**src/rtl/chip8_mem_arbiter.sv**
```systemverilog
// ---------------------------------------------------------------------------
// chip8_mem_arbiter
// Shares one synchronous RAM between three requesters:
//   port 0 = ROM loader, port 1 = CPU, port 2 = draw engine.
// Each cycle one eligible port wins. Its address, write data and write enable
// are registered onto the RAM bus together with a one-hot grant pulse. Read
// data comes back two cycles after the request was sampled, with a one-hot
// rvalid pulse.
//
// Build option: define CHIP8_ARB_RR_EN to round-robin between ports 1 and 2.
// Port 0 keeps absolute priority either way. Without the macro the priority is
// fixed at 0 > 1 > 2 and the round-robin pointer does not exist.
//
// Ports
//   clk        in   single clock, rising edge
//   reset      in   asynchronous, active-low
//   req        in   [3]          per-port request
//   we         in   [3]          per-port write flag, qualified by req
//   addr       in   [3*ADDR_W]   per-port address, port i at [i*ADDR_W +: ADDR_W]
//   wdata      in   [3*DATA_W]   per-port write data, same packing
//   gnt        out  [3]          one-hot grant pulse
//   rvalid     out  [3]          one-hot read-data-valid pulse
//   rdata      out  [DATA_W]     read data, mem_rdata passed straight through
//   wp_fault   out  1            pulses with gnt[1] when a CPU write is blocked
//   busy       out  1            a grant or a read return is in flight
//   mem_addr   out  [ADDR_W]     RAM address
//   mem_we     out  1            RAM write enable
//   mem_wdata  out  [DATA_W]     RAM write data
//   mem_rdata  in   [DATA_W]     RAM read data, one cycle after mem_addr
// ---------------------------------------------------------------------------
module chip8_mem_arbiter #(
  parameter int unsigned ADDR_W   = 12,
  parameter int unsigned DATA_W   = 8,
  parameter int unsigned WP_LIMIT = 32'h0000_0200
) (
  input  logic                  clk,
  input  logic                  reset,
  input  logic [2:0]            req,
  input  logic [2:0]            we,
  input  logic [3*ADDR_W-1:0]   addr,
  input  logic [3*DATA_W-1:0]   wdata,
  output logic [2:0]            gnt,
  output logic [2:0]            rvalid,
  output logic [DATA_W-1:0]     rdata,
  output logic                  wp_fault,
  output logic                  busy,
  output logic [ADDR_W-1:0]     mem_addr,
  output logic                  mem_we,
  output logic [DATA_W-1:0]     mem_wdata,
  input  logic [DATA_W-1:0]     mem_rdata
);

  localparam int unsigned NPORT    = 3;
  localparam int unsigned CPU_PORT = 1;

  // Registered state
  logic [NPORT-1:0]  gnt_q,       gnt_d;
  logic [NPORT-1:0]  rd_pend_q,   rd_pend_d;
  logic [NPORT-1:0]  rvalid_q,    rvalid_d;
  logic              wp_fault_q,  wp_fault_d;
  logic              busy_q,      busy_d;
  logic [ADDR_W-1:0] mem_addr_q,  mem_addr_d;
  logic              mem_we_q,    mem_we_d;
  logic [DATA_W-1:0] mem_wdata_q, mem_wdata_d;

  // Arbitration signals
  logic [NPORT-1:0]  eligible;
  logic [NPORT-1:0]  win_oh;
  logic              win_any;
  logic [ADDR_W-1:0] sel_addr;
  logic [DATA_W-1:0] sel_wdata;
  logic              sel_we;
  logic [ADDR_W-1:0] cpu_addr;
  logic              blocked;

  // A port holding its grant this cycle is not re-sampled, so a request left
  // high after its grant only counts again one cycle later.
  assign eligible = req & ~gnt_q;

`ifdef CHIP8_ARB_RR_EN
  // rr_ptr_q = 0 favours port 1, 1 favours port 2
  logic rr_ptr_q, rr_ptr_d;

  // Port 0 first; a tie between ports 1 and 2 is settled by the pointer
  always_comb begin : arb_select
    win_oh   = '0;
    rr_ptr_d = rr_ptr_q;
    if (eligible[0]) begin
      win_oh = 3'b001;
    end else if (eligible[1] && eligible[2]) begin
      win_oh = rr_ptr_q ? 3'b100 : 3'b010;
    end else if (eligible[1]) begin
      win_oh = 3'b010;
    end else if (eligible[2]) begin
      win_oh = 3'b100;
    end
    // Point away from whichever of ports 1/2 just won
    if (win_oh[1]) begin
      rr_ptr_d = 1'b1;
    end else if (win_oh[2]) begin
      rr_ptr_d = 1'b0;
    end
  end

  // Pointer register
  always_ff @(posedge clk or negedge reset) begin : rr_ptr_reg
    if (!reset) begin
      rr_ptr_q <= 1'b0;
    end else begin
      rr_ptr_q <= rr_ptr_d;
    end
  end
`else
  // Fixed priority, lowest port index wins
  always_comb begin : arb_select
    win_oh = '0;
    if (eligible[0]) begin
      win_oh = 3'b001;
    end else if (eligible[1]) begin
      win_oh = 3'b010;
    end else if (eligible[2]) begin
      win_oh = 3'b100;
    end
  end
`endif

  assign win_any = |win_oh;

  // Route the winning port's request fields
  always_comb begin : sel_mux
    sel_addr  = '0;
    sel_wdata = '0;
    sel_we    = 1'b0;
    for (int unsigned i = 0; i < NPORT; i++) begin
      if (win_oh[i]) begin
        sel_addr  = addr[i*ADDR_W +: ADDR_W];
        sel_wdata = wdata[i*DATA_W +: DATA_W];
        sel_we    = we[i];
      end
    end
  end

  // Only the CPU is write-protected. The grant still goes out so the CPU is
  // not left waiting, but the write never reaches RAM.
  assign cpu_addr = addr[CPU_PORT*ADDR_W +: ADDR_W];
  assign blocked  = win_oh[CPU_PORT] & we[CPU_PORT] & (32'(cpu_addr) < WP_LIMIT);

  // Next-state for the grant, RAM bus and read-return pipeline
  always_comb begin : next_state
    gnt_d       = win_oh;
    rd_pend_d   = win_oh & ~we;
    rvalid_d    = rd_pend_q;
    wp_fault_d  = blocked;
    busy_d      = win_any | (|rd_pend_d);
    mem_addr_d  = mem_addr_q;
    mem_wdata_d = mem_wdata_q;
    mem_we_d    = 1'b0;
    if (win_any) begin
      mem_addr_d  = sel_addr;
      mem_wdata_d = sel_wdata;
      mem_we_d    = sel_we & ~blocked;
    end
  end

  // State registers. An asserted reset drops any pending read return and
  // de-asserts mem_we at once, so no write lands after reset.
  always_ff @(posedge clk or negedge reset) begin : state_reg
    if (!reset) begin
      gnt_q       <= '0;
      rd_pend_q   <= '0;
      rvalid_q    <= '0;
      wp_fault_q  <= 1'b0;
      busy_q      <= 1'b0;
      mem_addr_q  <= '0;
      mem_we_q    <= 1'b0;
      mem_wdata_q <= '0;
    end else begin
      gnt_q       <= gnt_d;
      rd_pend_q   <= rd_pend_d;
      rvalid_q    <= rvalid_d;
      wp_fault_q  <= wp_fault_d;
      busy_q      <= busy_d;
      mem_addr_q  <= mem_addr_d;
      mem_we_q    <= mem_we_d;
      mem_wdata_q <= mem_wdata_d;
    end
  end

  assign gnt       = gnt_q;
  assign rvalid    = rvalid_q;
  assign rdata     = mem_rdata;
  assign wp_fault  = wp_fault_q;
  assign busy      = busy_q;
  assign mem_addr  = mem_addr_q;
  assign mem_we    = mem_we_q;
  assign mem_wdata = mem_wdata_q;

  // Structural invariants of the grant and return pulses
  a_gnt_onehot : assert property (@(posedge clk) disable iff (!reset)
    $onehot0(gnt_q));
  a_rvalid_onehot : assert property (@(posedge clk) disable iff (!reset)
    $onehot0(rvalid_q));
  a_wp_fault_cpu : assert property (@(posedge clk) disable iff (!reset)
    wp_fault_q |-> (gnt_q[CPU_PORT] && !mem_we_q));
  a_we_with_gnt : assert property (@(posedge clk) disable iff (!reset)
    mem_we_q |-> (|gnt_q));

endmodule

```
**config.mk**
```make
export PLATFORM = sky130hd
export DESIGN_NAME = chip8_mem_arbiter
export DESIGN_NICKNAME = d
export VERILOG_FILES = /design/src/rtl/chip8_mem_arbiter.sv
export SDC_FILE = /design/constraint.sdc
export NUM_CORES = 1
export LEC_CHECK = 0
export CAP_MARGIN = 5
export CELL_PAD_IN_SITES_DETAIL_PLACEMENT = 1
export CELL_PAD_IN_SITES_GLOBAL_PLACEMENT = 1
export CORE_UTILIZATION = 25
export CTS_CLUSTER_DIAMETER = 60
export DETAILED_ROUTE_END_ITERATION = 12
export GPL_TIMING_DRIVEN = 0
export PLACE_DENSITY = 0.87
export REMOVE_ABC_BUFFERS = 1
export SLEW_MARGIN = 20
export SYNTH_ARGS = -nofsm -noshare
export SYNTH_HDL_FRONTEND = slang
export SYNTH_SLANG_ARGS = --single-unit
```
**constraint.sdc**
```tcl
create_clock -name clk -period 1.3 [get_ports clk]
set_input_delay 0.26 -clock clk [delete_from_list [all_inputs] [get_ports clk]]
set_output_delay 0.26 -clock clk [all_outputs]
set_load 0.1 [all_outputs]
```
==> metrics, run 1 <==
Core ar. 0.00639 mm2; Post-synth EDFFs 0; r2r endpoint mem_we$_DFF_PN0_; Min-Delay Startpoint rd_pend_q[2]$_DFF_PN0_; Data required, critical path 1.50 ns; CP Cell Sequence nand2b_4, or3_4, a32oi_2; Fill cells 725; Crit. End Element flip-flop; Starting DRT DRC Count 62; Post-DRT Antenna Nets 0; R2R depth 3; nets@finish 357; Place WS -1.60 ns; Max Slew Vio Count 0; most common flop cell mapped by yosys dfrtp_1; share of the synthesized area in the top cell type ~48%; largest net degree at the start of global routing 27; share of layout cells above drive strength 1 29.1%; Worst Hold Path EP rvalid[2]$_DFF_PN0_; status finished with violations; Std-Cell Rows 29; Port Buf Inserts 96; Combinational Power Share between 40 and 50%; register area 806 um2; asr flop ratio synth 100%; top cells by area, synth dfrtp_1 (48%), and3b_1 (10%), a211oi_1 (9.0%); Internal roughly 2.2 mW; Worst IR Drop VDD 0.646 mV; clock latency at the later pin of the worst-skew pair 0.29 ns; most instantiated cells after synthesis dfrtp_1 (32), o21ai_0 (28), nand2_1 (22), a211oi_1 (20), and3b_1 (20); Starting Density 26.2%; setup TNS -0.269 ns; Detailed Route WL between 7000 and 8000 um; Die Y around 84 um; Clock Power Share between 20 and 25%; initial antenna violation count 0; Remaining DRCs 0; Root Buffer clkbuf_8; Yosys reg bits 32; kind of critical path reg2reg; Ant. Diodes 0; Final setup viols 8; sequential fraction of design power approximately 31%; post-synthesis sequential area ratio 47.9%; Netlist Area Pre-Place 0.00167 mm2; Num CTS Buffers 5; routed via count 1827; crit path max fanout 6; IO Pins 113; H-tree depth 2; Sink Count 32; Die X-Extent about 84 um; CP peak stage delay 0.54 ns; CP max stage cell dfrtp_4; GRT Resource Usage Total around a fifth; CP Data Arrival Time 1.59 ns; Post-Route Utilization 46.7%; Worst R2R Start gnt[2]$_DFF_PN0_; cells after synthesis 175; cell with the most instances after synthesis dfrtp_1; NetSw 1.62 mW; Pre-antenna DRT Iters 4; FF-to-FF setup slack -0.09 ns; HPWL Detailed 4090 um; CTS tree yes; hold path depth 0; max_cap viols 0; routability cong. 0.745; Overall Power just under 4 mW; final hold violation count 0; GR Overflow Total 0; Static Leak 1.33 nW; wire per inst 20.3 um; failing checks setup timing; f_max 719 MHz; Power Density 1290 mW/mm2; startpoint types flip-flop; Switching Fraction 42.2%; area delta synth->final 78.6%; syn_area_per_cell 9.55 um2; Synth area leader dfrtp_1; Final Skew between 0.005 and 0.006 ns; vias in the first global route 2050; area of the multi-input gates 845 um2; final worst slack -0.0912 ns; Vias/cell 5.09; Worst-path clk slew 0.07 ns; fin crit share 107%; first-pass GRT wire length 11100 um; measured slew at the worst slew-check pin 0.541 ns; Clock Tree Buf Depth 2; synth unique cells 23; final instance area 0.00299 mm2; slew margin rel. 63.9%; unrepaired setup endpoints after global routing true; Post-Place Cell Area 0.00262 mm2; minimum clock period 1.39 ns; Synthesis Warnings 0; die area roughly 0.0070 mm2; Hold WC Path Type reg2reg
[cells by family after synthesis]
kind of cell	count (synthesis)	share of synthesized area [%]
AOI/OAI and AO/OA	62	22.5
buffers and inverters	26	8.53
DFF	32	47.9
and+or+nand+nor	55	21.1
[metrics by stage]
step           std cells  hold WS (ns)
2_1_floorplan        152       -0.0356
3_3_place_gp         325         0.333
3_5_place_dp         326         0.196
4_1_cts              354         0.352
5_1_grt              359         0.368
6_report             359         0.349
[per-layer routing]
metal  wire length [um]  vias to the layer above  track usage [%]  part of all wire (%)
met2               3920                       90             39.0                    54
met4                129                        0             6.78                   1.8
met1               2740                      891             23.4                    38
met3                505                       13             5.44                   6.9
li1                   -                      833                -                     -
met5                  0                        -                0                     0
[area by class of cell]
cell class	instances	share of cell area (%)
clock buffers	6	2.43
multi-input cells	122	28.3
well taps	77	3.23
clock inverters	2	1.17
repair buffers	117	37.4
flip-flops and latches	32	27.0
inverters	3	0.461
[timing repair]
| action | CTS | global route |
|---|---|---|
| buffers inserted | 16 | 3 |
| gates resized for setup | 209 | 9 |
| endpoints found under the setup margin | 57 | 23 |
| pin swaps | 11 | 11 |
| hold buffers | 1 | 0 |
| cloned | 3 | 2 |
| endpoints found under the hold margin | 12 | 0 |
[worst max-delay path: cells and delay by family, from the launching register on]
kind	cells	cell delay, ns
and+or+nand+nor	2	0.59
DFF	1	0.54
AOI/OAI and AO/OA	1	0.18
[power groups by stage]
| stage | sequential (mW) | clock (mW) | combinational (mW) |
|---|---|---|---|
| 5_1_grt | 1.21 | 1.02 | 1.77 |
| 2_1_floorplan | 1.96 | 0 | 0.233 |
| 6_report | 1.19 | 0.955 | 1.70 |
| 3_5_place_dp | 1.20 | 0 | 1.57 |
| 4_1_cts | 1.19 | 0.979 | 1.68 |
| 3_3_place_gp | 1.19 | 0 | 1.53 |
[worst max-delay path by stage]
stage                           startpoint                to  cells after the start
final                     gnt[2]$_DFF_PN0_  mem_we$_DFF_PN0_                      3
after global routing      gnt[2]$_DFF_PN0_  mem_we$_DFF_PN0_                      3
after CTS                 gnt[2]$_DFF_PN0_  mem_we$_DFF_PN0_                      3
after detailed placement            req[2]  mem_we$_DFF_PN0_                      4
after global placement              req[2]  mem_we$_DFF_PN0_                      4
after floorplan           gnt[2]$_DFF_PN0_  mem_we$_DFF_PN0_                      3
[sequential cells by signal, indices dropped and copies added (netlist names)]
signal	cells
busy	1
wp_fault	1
rvalid	3
rd_pend_q	3
mem_wdata	8
mem_we	1
mem_addr	12
gnt	3
[cell usage in the layout (no fill, tap or decap), types with 2 or more instances in the layout]
master / n
o21ai_0: 20
nor3_1: 2
o21ai_1: 20
nor2b_4: 2
clkdlybuf4s50_1: 63
or2b_4: 2
clkbuf_8: 5
buf_12: 2
nand2_1: 22
buf_4: 39
dfrtp_1: 30
buf_6: 7
a211oi_1: 10
nor2_1: 3
inv_1: 2
nand2b_4: 3
a211oi_2: 10
nand3_1: 2
and3b_1: 20
Power figures use the tool's default switching activity.
==> run 2, diff against run 1 <==
Settings changed: CORE_MARGIN set to 10.
==> run 2 against run 1 <==
- the flow still finishes with violations (setup timing)
- sequential power hardly changed
- clock power fell by 14%
- sequential share of layout area rose by 0.31 points
- combinational power about the same
- utilization shrank 0.79 points
- register-to-register slack improved by 0.03 ns
- largest power group unchanged
==> metrics, run 2 (synthesis results as in run 1) <==
Crit. End Element flip-flop; Die Y 102 um; Ant. Diodes 0; share of layout cells above drive strength 1 30.3%; first-pass GRT wire length 11600 um; Critical path destination mem_we$_DFF_PN0_; Min Hold Slack 0.359 ns; number of flip-flops under the largest register name 12; Worst IR Drop VDD 0.530 mV; CP peak stage delay 0.53 ns; unrepaired setup endpoints after global routing true; HPWL Detailed 4950 um; Crit. Startpoint gnt[2]$_DFF_PN0_; Hold WC Path Type reg2reg; initial antenna violation count 0; final worst slack -0.0655 ns; Worst R2R Start gnt[2]$_DFF_PN0_; nets@finish about 350; R2R depth 3; max_cap viols 0; Post-Route Utilization 46.0%; Die X-Extent between 100 and 150 um; Std-Cell Rows 29; largest net degree at the start of global routing 27; GR Overflow Total 0; area delta synth->final 76.6%; commonest non-fill, non-tap cell in the layout clkdlybuf4s50_1; Remaining DRCs 0; Sink Count 32; r2r endpoint mem_we$_DFF_PN0_; H-tree depth 2; Final Skew 0.00420 ns; CTS tree yes; Static Leak 1.30 nW; Vias/cell between 5 and 6; CP Data Arrival Time ~1.6 ns; routability cong. between 0.7 and 0.8; Core ar. 0.00642 mm2; M3 GR Usage 4.77%; wire per inst 22.5 um; GR Util met1 16.9%; Post-Place Cell Area 0.00262 mm2; final hold violation count 0; Pre-antenna DRT Iters 4; clock latency at the later pin of the worst-skew pair between 0.2 and 0.3 ns; Clock Tree Buf Depth 2; fin crit share 105%; Place WS -1.54 ns; Top Usage Layer GRT met2; CP max stage cell dfrtp_4; final instance area 0.00295 mm2; measured slew at the worst slew-check pin 0.564 ns; CP Cell Sequence nand2b_4, or3_4, a32oi_2; FF-to-FF setup slack -0.07 ns; f_max 732 MHz; kind of critical path reg2reg; Worst-path clk slew 0.08 ns; Num CTS Buffers 5; die area 0.0104 mm2; Detailed Route WL around 8000 um; slew margin rel. between 60 and 70%; Port Buf Inserts 96; Root Buffer clkbuf_8; Data required, critical path 1.51 ns; crit path max fanout 7; status finished with violations; startpoint types flip-flop; Final setup viols 8; final std cells w/o fill 354; IO Pins 113; minimum clock period approximately 1.4 ns; vias in the first global route 2003; Max Slew Vio Count 0; routed via count 1776; Starting DRT DRC Count 16; Starting Density about a quarter; GRT Resource Usage Total 14.7%; Post-DRT Antenna Nets 0; failing checks setup timing; Power Density 1250 mW/mm2; placed cell count ~330; grt met2 use 25.7%; most frequent cells in the layout clkdlybuf4s50_1 (63), buf_4 (38), dfrtp_1 (30)
-- run 2: changes by cell type in the layout (fill, tap and decap cells not counted), moves of 2 or more --
cell	before	now
a211oi_1	10	4
o21ai_1	20	17
nand2b_4	3	5
o21ai_0	20	23
a211oi_2	10	16
clkinvlp_4	0	2
buf_6	7	2
-- run 2: routing by layer --
layer | vias up | part of all wire (%)
met5 | - | 0
met4 | 0 | 0.50
met3 | 2 | 6.5
met2 | 77 | 51
met1 | 867 | 42
li1 | 830 | -
-- run 2: power by group --
group | total [mW] | internal [mW] | switching [mW]
sequential | 1.19 | 1.11 | 0.0802
combinational | 1.70 | 0.533 | 1.16
clock | 0.817 | 0.379 | 0.437
-- run 2: cell type report --
type                       count  area, um2
inverter                       3       16.3
clock buffer                   5       68.8
fill                         720       3470
sequential                    32        806
tap                           77       96.3
timing repair buffer         111       1050
clock inverter                 3       23.8
multi-input combinational    123        893
-- run 2: worst max-delay path, delay by kind of cell (launching register included) --
kind / cells / cell delay [ns]
AO/OA/AOI/OAI: 1 / 0.18
flip-flops: 1 / 0.53
AND/OR/NAND/NOR: 2 / 0.57
-- run 2: per-stage QoR --
| stage | TNS, ns | power [mW] |
|---|---|---|
| after floorplan | -19.62 | 2.19 |
| after global placement | -68.98 | 2.73 |
| after detailed placement | -47.31 | 2.77 |
| after CTS | -0.529 | 3.64 |
| after global routing | -1.17 | 3.89 |
| final | -0.261 | 3.70 |
-- run 2: worst min-delay path by stage --
stage	startpoint	to	slack, ns	cells after the start
finish	rd_pend_q[0]$_DFF_PN0_	rvalid[0]$_DFF_PN0_	0.36	0
global route	rd_pend_q[0]$_DFF_PN0_	rvalid[0]$_DFF_PN0_	0.38	0
CTS	rd_pend_q[2]$_DFF_PN0_	rvalid[2]$_DFF_PN0_	0.36	0
floorplan	reset	busy$_DFF_PN0_	-0.04	0
global placement	rd_pend_q[2]$_DFF_PN0_	rvalid[2]$_DFF_PN0_	0.33	0
detailed placement	reset	rd_pend_q[1]$_DFF_PN0_	0.20	1
-- run 2: what timing repair did --
action,4_1_cts,5_1_grt
cloned,4,2
hold buffers,1,0
setup buffers,6,7
setup endpoints to repair,56,25
hold endpoints to repair,12,0
resized for setup,190,30
pin swaps,0,3
